## config.mk

```make
export PLATFORM = sky130hd
export DESIGN_NAME = addsub_share_arbiter
export DESIGN_NICKNAME = d
export VERILOG_FILES = /design/src/rtl/addsub_share_arbiter.sv
export SDC_FILE = /design/constraint.sdc
export NUM_CORES = 1
export LEC_CHECK = 0
export CORE_AREA = 2 2 157 159
export CTS_BUF_LIST = sky130_fd_sc_hd__clkbuf_4 sky130_fd_sc_hd__clkbuf_8
export DETAILED_ROUTE_END_ITERATION = 7
export DIE_AREA = 0 0 159 161
export MAX_ROUTING_LAYER = met4
export PLACE_DENSITY_LB_ADDON = 0.12
export SLEW_MARGIN = 10
export SYNTH_ARGS = -nofsm -noshare
export SYNTH_HDL_FRONTEND = slang
export SYNTH_SLANG_ARGS = --single-unit
```

## constraint.sdc

```tcl
create_clock -name clk -period 2.1 [get_ports clk]
set_clock_uncertainty 0.05 [all_clocks]
set_input_delay 0.315 -clock clk [delete_from_list [all_inputs] [get_ports clk]]
set_output_delay 0.315 -clock clk [all_outputs]
set_load 0.005 [all_outputs]
```

## src/rtl/addsub_share_arbiter.sv

```systemverilog
// addsub_share_arbiter: time-shares one external adder/subtractor datapath
// between NREQ requesters. A grant latches the winner's operands (B already
// inverted and carry forced for subtraction), the datapath result is
// captured one cycle later and held as a tagged response until accepted.
//
// Build option: define ADDSUB_ARB_RR_EN for round-robin arbitration with a
// rotating pointer; otherwise the lowest-index valid requester always wins.

module addsub_share_arbiter #(
  parameter int unsigned NREQ  = 4,
  parameter int unsigned WIDTH = 32,
  parameter int unsigned IDW   = 2
) (
  input  logic                    clk,
  input  logic                    rst_n,
  input  logic [NREQ-1:0]         req_valid,
  output logic [NREQ-1:0]         req_ready,
  input  logic [NREQ*WIDTH-1:0]   req_a,
  input  logic [NREQ*WIDTH-1:0]   req_b,
  input  logic [NREQ-1:0]         req_sub,
  input  logic [NREQ-1:0]         req_cin,
  output logic [WIDTH-1:0]        dp_a,
  output logic [WIDTH-1:0]        dp_b,
  output logic                    dp_cin,
  input  logic [WIDTH-1:0]        dp_sum,
  input  logic                    dp_cout,
  output logic                    rsp_valid,
  input  logic                    rsp_ready,
  output logic [IDW-1:0]          rsp_id,
  output logic [WIDTH-1:0]        rsp_sum,
  output logic                    rsp_cout
);

  typedef enum logic [1:0] {
    StIdle,
    StExec,
    StResp
  } state_e;

  state_e           state_q;

  // Operand registers double as the datapath drive
  logic [WIDTH-1:0] a_q;
  logic [WIDTH-1:0] b_q;
  logic             cin_q;
  logic [IDW-1:0]   id_q;

  logic [WIDTH-1:0] rsp_sum_q;
  logic             rsp_cout_q;
  logic [IDW-1:0]   rsp_id_q;
  logic             rsp_valid_q;

  logic             any_valid;
  logic [IDW-1:0]   grant_id;
  logic [WIDTH-1:0] sel_a;
  logic [WIDTH-1:0] sel_b;
  logic [WIDTH-1:0] b_eff;
  logic             cin_eff;

  assign any_valid = |req_valid;

`ifdef ADDSUB_ARB_RR_EN
  logic [IDW-1:0]  ptr_q;
  logic [NREQ-1:0] rot;
  logic [IDW-1:0]  off;
  logic [IDW:0]    sum_id;

  // Round-robin pick: rotate valids so ptr lands at bit 0, find the lowest
  // set bit, then rotate the offset back into requester numbering.
  always_comb begin
    rot = '0;
    for (int k = 0; k < int'(NREQ); k++) begin
      int idx;
      idx = int'(ptr_q) + k;
      if (idx >= int'(NREQ)) idx = idx - int'(NREQ);
      rot[k] = req_valid[idx];
    end
    off = '0;
    for (int j = int'(NREQ) - 1; j >= 0; j--) begin
      if (rot[j]) off = IDW'(j);
    end
    sum_id = {1'b0, ptr_q} + {1'b0, off};
    if (sum_id >= (IDW+1)'(NREQ)) sum_id = sum_id - (IDW+1)'(NREQ);
    grant_id = sum_id[IDW-1:0];
  end
`else
  // Fixed priority: lowest-index valid requester wins
  always_comb begin
    grant_id = '0;
    for (int j = int'(NREQ) - 1; j >= 0; j--) begin
      if (req_valid[j]) grant_id = IDW'(j);
    end
  end
`endif

  // One-hot grant pulse, only while idle
  always_comb begin
    req_ready = '0;
    if (state_q == StIdle && any_valid) req_ready[grant_id] = 1'b1;
  end

  // Select the winner's operands and fold subtraction into B/cin
  always_comb begin
    sel_a   = req_a[grant_id*WIDTH +: WIDTH];
    sel_b   = req_b[grant_id*WIDTH +: WIDTH];
    b_eff   = req_sub[grant_id] ? ~sel_b : sel_b;
    cin_eff = req_sub[grant_id] | req_cin[grant_id];
  end

  // Controller FSM with operand latching and result capture
  always_ff @(posedge clk) begin
    if (!rst_n) begin
      state_q     <= StIdle;
      a_q         <= '0;
      b_q         <= '0;
      cin_q       <= 1'b0;
      id_q        <= '0;
      rsp_sum_q   <= '0;
      rsp_cout_q  <= 1'b0;
      rsp_id_q    <= '0;
      rsp_valid_q <= 1'b0;
`ifdef ADDSUB_ARB_RR_EN
      ptr_q       <= '0;
`endif
    end else begin
      unique case (state_q)
        StIdle: begin
          if (any_valid) begin
            a_q     <= sel_a;
            b_q     <= b_eff;
            cin_q   <= cin_eff;
            id_q    <= grant_id;
            state_q <= StExec;
`ifdef ADDSUB_ARB_RR_EN
            ptr_q   <= (grant_id == IDW'(NREQ - 1)) ? '0 : grant_id + 1'b1;
`endif
          end
        end
        StExec: begin
          rsp_sum_q   <= dp_sum;
          rsp_cout_q  <= dp_cout;
          rsp_id_q    <= id_q;
          rsp_valid_q <= 1'b1;
          state_q     <= StResp;
        end
        StResp: begin
          if (rsp_ready) begin
            rsp_valid_q <= 1'b0;
            state_q     <= StIdle;
          end
        end
        default: begin
          rsp_valid_q <= 1'b0;
          state_q     <= StIdle;
        end
      endcase
    end
  end

  assign dp_a      = a_q;
  assign dp_b      = b_q;
  assign dp_cin    = cin_q;
  assign rsp_valid = rsp_valid_q;
  assign rsp_id    = rsp_id_q;
  assign rsp_sum   = rsp_sum_q;
  assign rsp_cout  = rsp_cout_q;

endmodule
```

; ---- Word-level counts from Yosys, hierarchy flattened
; Index checks and enable logic that the tools add are counted.
[classes]
magnitude_cmp = 2
eq_ne = 4
n_shift = 2
n_mux = 17
bitwise_logic = 3
reduce_logical = 7
[op_table]
columns = operator, count
row1 = variable part select 128 x 8 -> 32 bit, 2
row2 = 2-to-1 mux 32 bit, 1
row3 = NOT 32 bit, 1
row4 = 2-to-1 mux 2 bit, 6
row5 = one-hot mux 2 bit (3 select lines), 1
row6 = AND reduction 2 bit, 3
row7 = binary-select mux 1 bit (select 2 bit), 2
row8 = 2-to-1 mux 1 bit, 4
row9 = 2-to-1 mux 4 bit, 1
row10 = != test 2 bit (second input constant), 2
row11 = OR reduction 4 bit, 1
row12 = < comparator 2 x 3 -> 1 bit (second input constant), 1
row13 = one-hot mux 1 bit (3 select lines), 1
row14 = demux 1 bit (select 2 bit), 1
row15 = equality test 2 x 1 -> 1 bit (second input constant), 1
row16 = equality test 2 bit (second input constant), 1
row17 = greater-or-equal comparator 2 x 1 -> 1 bit (second input constant), 1
row18 = logical AND 1 bit, 2
row19 = logical NOT 2 bit, 1
row20 = NOT 1 bit, 1
row21 = OR 1 bit, 1
[word_totals]
regBits = 105
in_bits = 304
out_inout_bits = 105
word_cells = 44

; ---- Depth between registers and ports, before layout
[logic_depth]
ltp_word = 9
ltp_mapped = 7

; ---- Least setup slack after synthesis
; No wires, ideal clock.
[synth_timing]
kind = in2reg
start = input port req_valid[1]
end = register cin_q (netlist: dp_cin)
arrival_time_ps = 1417
slack_ps = 512
cell_stages = 6
path_cell_list = or2_1 -> buf_2 -> buf_6 -> or4_1 -> a21oi_1 -> nor3_1
[synth_via]
elab_chain_len = 5
elab_cells_between_ends = 9
classes_between = 6 x mux / 1 x bitwise / 2 x reduce/logical
[synth_rtl]
columns = element, line
row1 = start: declaration, 16  ; input logic [NREQ-1:0] req_valid,
row2 = 2-to-1 mux 2 bit (2 in series), 91  ; if (req_valid[j]) grant_id = IDW'(j);
row3 = binary-select mux 1 bit (select 2 bit), 107  ; cin_eff = req_sub[grant_id] | req_cin[grant_id];
row4 = 2-to-1 mux 1 bit (implied by the code), 107
row5 = OR 1 bit, 107
row6 = end signal: assignment, 131  ; cin_q <= cin_eff;
row7 = end: declaration, 45  ; logic cin_q;
; Parallel ways exist; a longest one is shown, timed or not. The select of a mux whose other input is x is not followed.
; A chain may end at the register's enable or synchronous reset.

; ---- Final worst setup path
[layout_timing]
start = register state_q[1]
end = output port req_ready[0]
[layout_via]
elab_chain_len = 3
[layout_rtl]
columns = element, line
row1 = start: declaration, 40  ; state_e state_q;
row2 = start signal: assignment, 113  ; state_q <= StIdle;
row3 = start signal: assignment, 133  ; state_q <= StExec;
row4 = start signal: assignment, 144  ; state_q <= StResp;
row5 = logical NOT 2 bit, 99  ; if (state_q == StIdle && any_valid) req_ready[grant_id] = 1'b1;
row6 = logical AND 1 bit, 99
row7 = 2-to-1 mux 4 bit, 99
row8 = end: declaration, 17  ; output logic [NREQ-1:0] req_ready,
; Every way passes these cells.

==> run metrics <==
status=completed; share of cells above drive strength 1=0.06999; area grow syn2layout=73.05%; crit-path max FO=6; post-detailed-route wirelength per cell=18.45 um; # setup viols final=0; DR vias=8,430; Detailed Route WL=30,790 um; fin cells=1,669; global-route wire length before repair=46,600 um; hold crit path type=in -> reg; Netlist Area Pre-Place=6880 um2; Top FF cell, synth=dfxtp_1; CP startpoint kind=flop; num rows=57; nets=1,642; HPWL after DPL=22,110 um; dpl cells=1,651; Placement Setup Slack=-0.1403 ns; FMAX=501.8 MHz; clk_lat worst skew=0.41 ns; clock tree sinks=105; Cell variety after synth=33; fill count=2,427; slew margin rel.=0.6607; Reg area=2107 um2; Gate Count Post-Synth=966; DR iter-0 viols=490; simple-gate share of the synthesized area=0.1762; gr ovfl total=0; Final Cycle Share=0.9490; initial antenna violation count=2; floorplan core area=23,960 um2; drt via density=5.051; Final TNS setup=0 ns; mux cell area share after synthesis=0.002910; syn nets=1,270; IO buf count=408; H-tree depth=3; Seq/Total Area, Yosys=0.3055; total CTS buffers=9; Yosys reg bits=105; Least-Margin Pin Slew=0.5090 ns; leakage power=0.004271 uW; first-pass detailed-route iteration total=5; final worst slack=0.1071 ns; Post-route DRC=0; Die ar.=25,600 um2; Initial Util=0.2871; syn avg cell area=7.123 um2; Post-synth EDFFs=0; clock tree from TritonCTS=done; final hold vios=0; RSZ-0062 raised after global routing=false; Overall Power=6241 uW; global-route usage over all layers=0.2375; Clock transition at path regs=0.14 ns; crit end category=output pin; asr flop ratio synth=0; Die H=161 um; critical path class=reg -> out; clock buffer depth=2; Power per Cell Area=524.2 nW/um2; Final ANT Viol Nets=0; Synth Area in Compound Gates=0.2861; Post-Synth XOR/XNOR Area=0.1629; maximum vdd drop=313.6 uV; vias in the first global route=8,190; max-cap violation count=0; I/O pins=409; multi-input logic area=4375 um2; Max Transition Viols Final=0; final hold slack=0.3908 ns; YS warnings=0; CP arrival=1.63 ns; routability cong.=0.8434; post-route minimum period=1.993 ns; largest family of logic cells by synthesized area=compound AO/OA/AOI/OAI gates; Post-Synth Adder-Cell Area=0; Worst Path Required=1.74 ns; Root Driver=clkbuf_8; Die X=159 um; largest net degree at the start of global routing=63
-- registers in the layout, summed over array words and instances, names as in the netlist --
name	flops
dp_a	32
dp_b	32
rsp_sum	32
id_q	2
rsp_id	2
state_q	2
dp_cin	1
rsp_cout	1
rsp_valid	1
-- worst max-delay path: stages, from the launching register on --
cell             delay [ns]
dfxtp_4                0.40
nor2_4                 0.13
and2_1                 0.16
clkdlybuf4s50_1        0.52
-- kinds of logic (layout without fill, tap and decap cells) --
group           after synthesis  in the layout
flops                       105            105
buf+inv                     108            485
xor+xnor                    128            128
compound gates              366            366
simple gates                257            257
other cells                   0              2
mux                           2              2
-- routing by layer --
layer	part of all wire	wire (um)	global-route usage	up-vias
met1	0.41	12630	0.2860	3908
met5	0	0	-	-
met3	0.072	2231	0.05059	37
met4	0.022	684	0.06777	0
li1	-	-	-	4131
met2	0.50	15240	0.4022	354
-- layout by cell type, fill, tap and decap left out, types with 3 or more instances in the layout --
cell type | Yosys | routed
o21ai_1 | 8 | 6
clkdlybuf4s50_1 | 0 | 400
buf_2 | 18 | 4
buf_4 | 3 | 38
nand2_1 | 73 | 73
o21ai_0 | 156 | 156
nor2_1 | 9 | 7
xnor2_1 | 128 | 128
nor3_1 | 34 | 33
dfxtp_1 | 105 | 103
clkbuf_8 | 0 | 9
nand3_1 | 126 | 126
a21oi_1 | 165 | 165
buf_12 | 0 | 22
clkinv_8 | 0 | 3
a211o_1 | 31 | 31
nor2_4 | 0 | 3
-- timing repair --
action,4_1_cts,5_1_grt
setup buffers,0,0
hold buffers,0,0
resized for setup,5,5
endpoints found under the setup margin,4,3
-- report_power, final --
part	leakage (uW)	switching [uW]	total (uW)	internal [uW]
registers	0.000867	132	2350	2220
logic	0.00330	1030	2470	1430
clock network	0.000108	928	1420	496
-- area by class of cell --
cell class                      count  area share
Clock buffer                        9     0.01040
Antenna cell                        2   0.0004203
Timing Repair Buffer              468      0.4025
Multi-Input combinational cell    753      0.3675
Sequential cell                   105      0.1770
Tap cell                          324     0.03405
Inverter                            1   0.0003153
Clock inverter                      7    0.007881
-- final timing paths --
| path | startpoint | slack [ns] | to | cells past startpoint |
|---|---|---|---|---|
| setup / recovery | state_q[1] | 0.11 | req_ready[0] | 3 |
| hold / removal | dp_sum[16] | 0.39 | rsp_sum[16] | 3 |
| setup reg to reg | state_q[1] | 0.50 | dp_b[2] | 5 |
| hold reg to reg | rsp_sum[0] | 0.41 | rsp_sum[0] | 2 |
-- cells in the mapped netlist (all sizes together) (2+ instances only) --
cell type	count	area (um2)
and3	2	12.51
nand3	126	630.6
nor2b	3	18.77
clkbuf	82	310.3
a211o	31	271.5
buf	25	142.6
or4	3	26.27
and2	3	21.27
o211ai	2	15.01
o21ai	164	820.8
nor2	10	40.04
nand2	73	274.0
a21oi	166	834.6
dfxtp	105	2102
mux2i	2	20.02
nor3	34	170.2
or2	2	12.52
xnor2	128	1121
-- stage by stage --
step           area [um2]    util
2_1_floorplan        6880       -
3_3_place_gp        11660  0.4866
3_5_place_dp        11660  0.4866
4_1_cts             11880  0.4959
5_1_grt             11910  0.4969
6_report            11910  0.4969
Note: power is estimated with default switching activity, not from simulation.
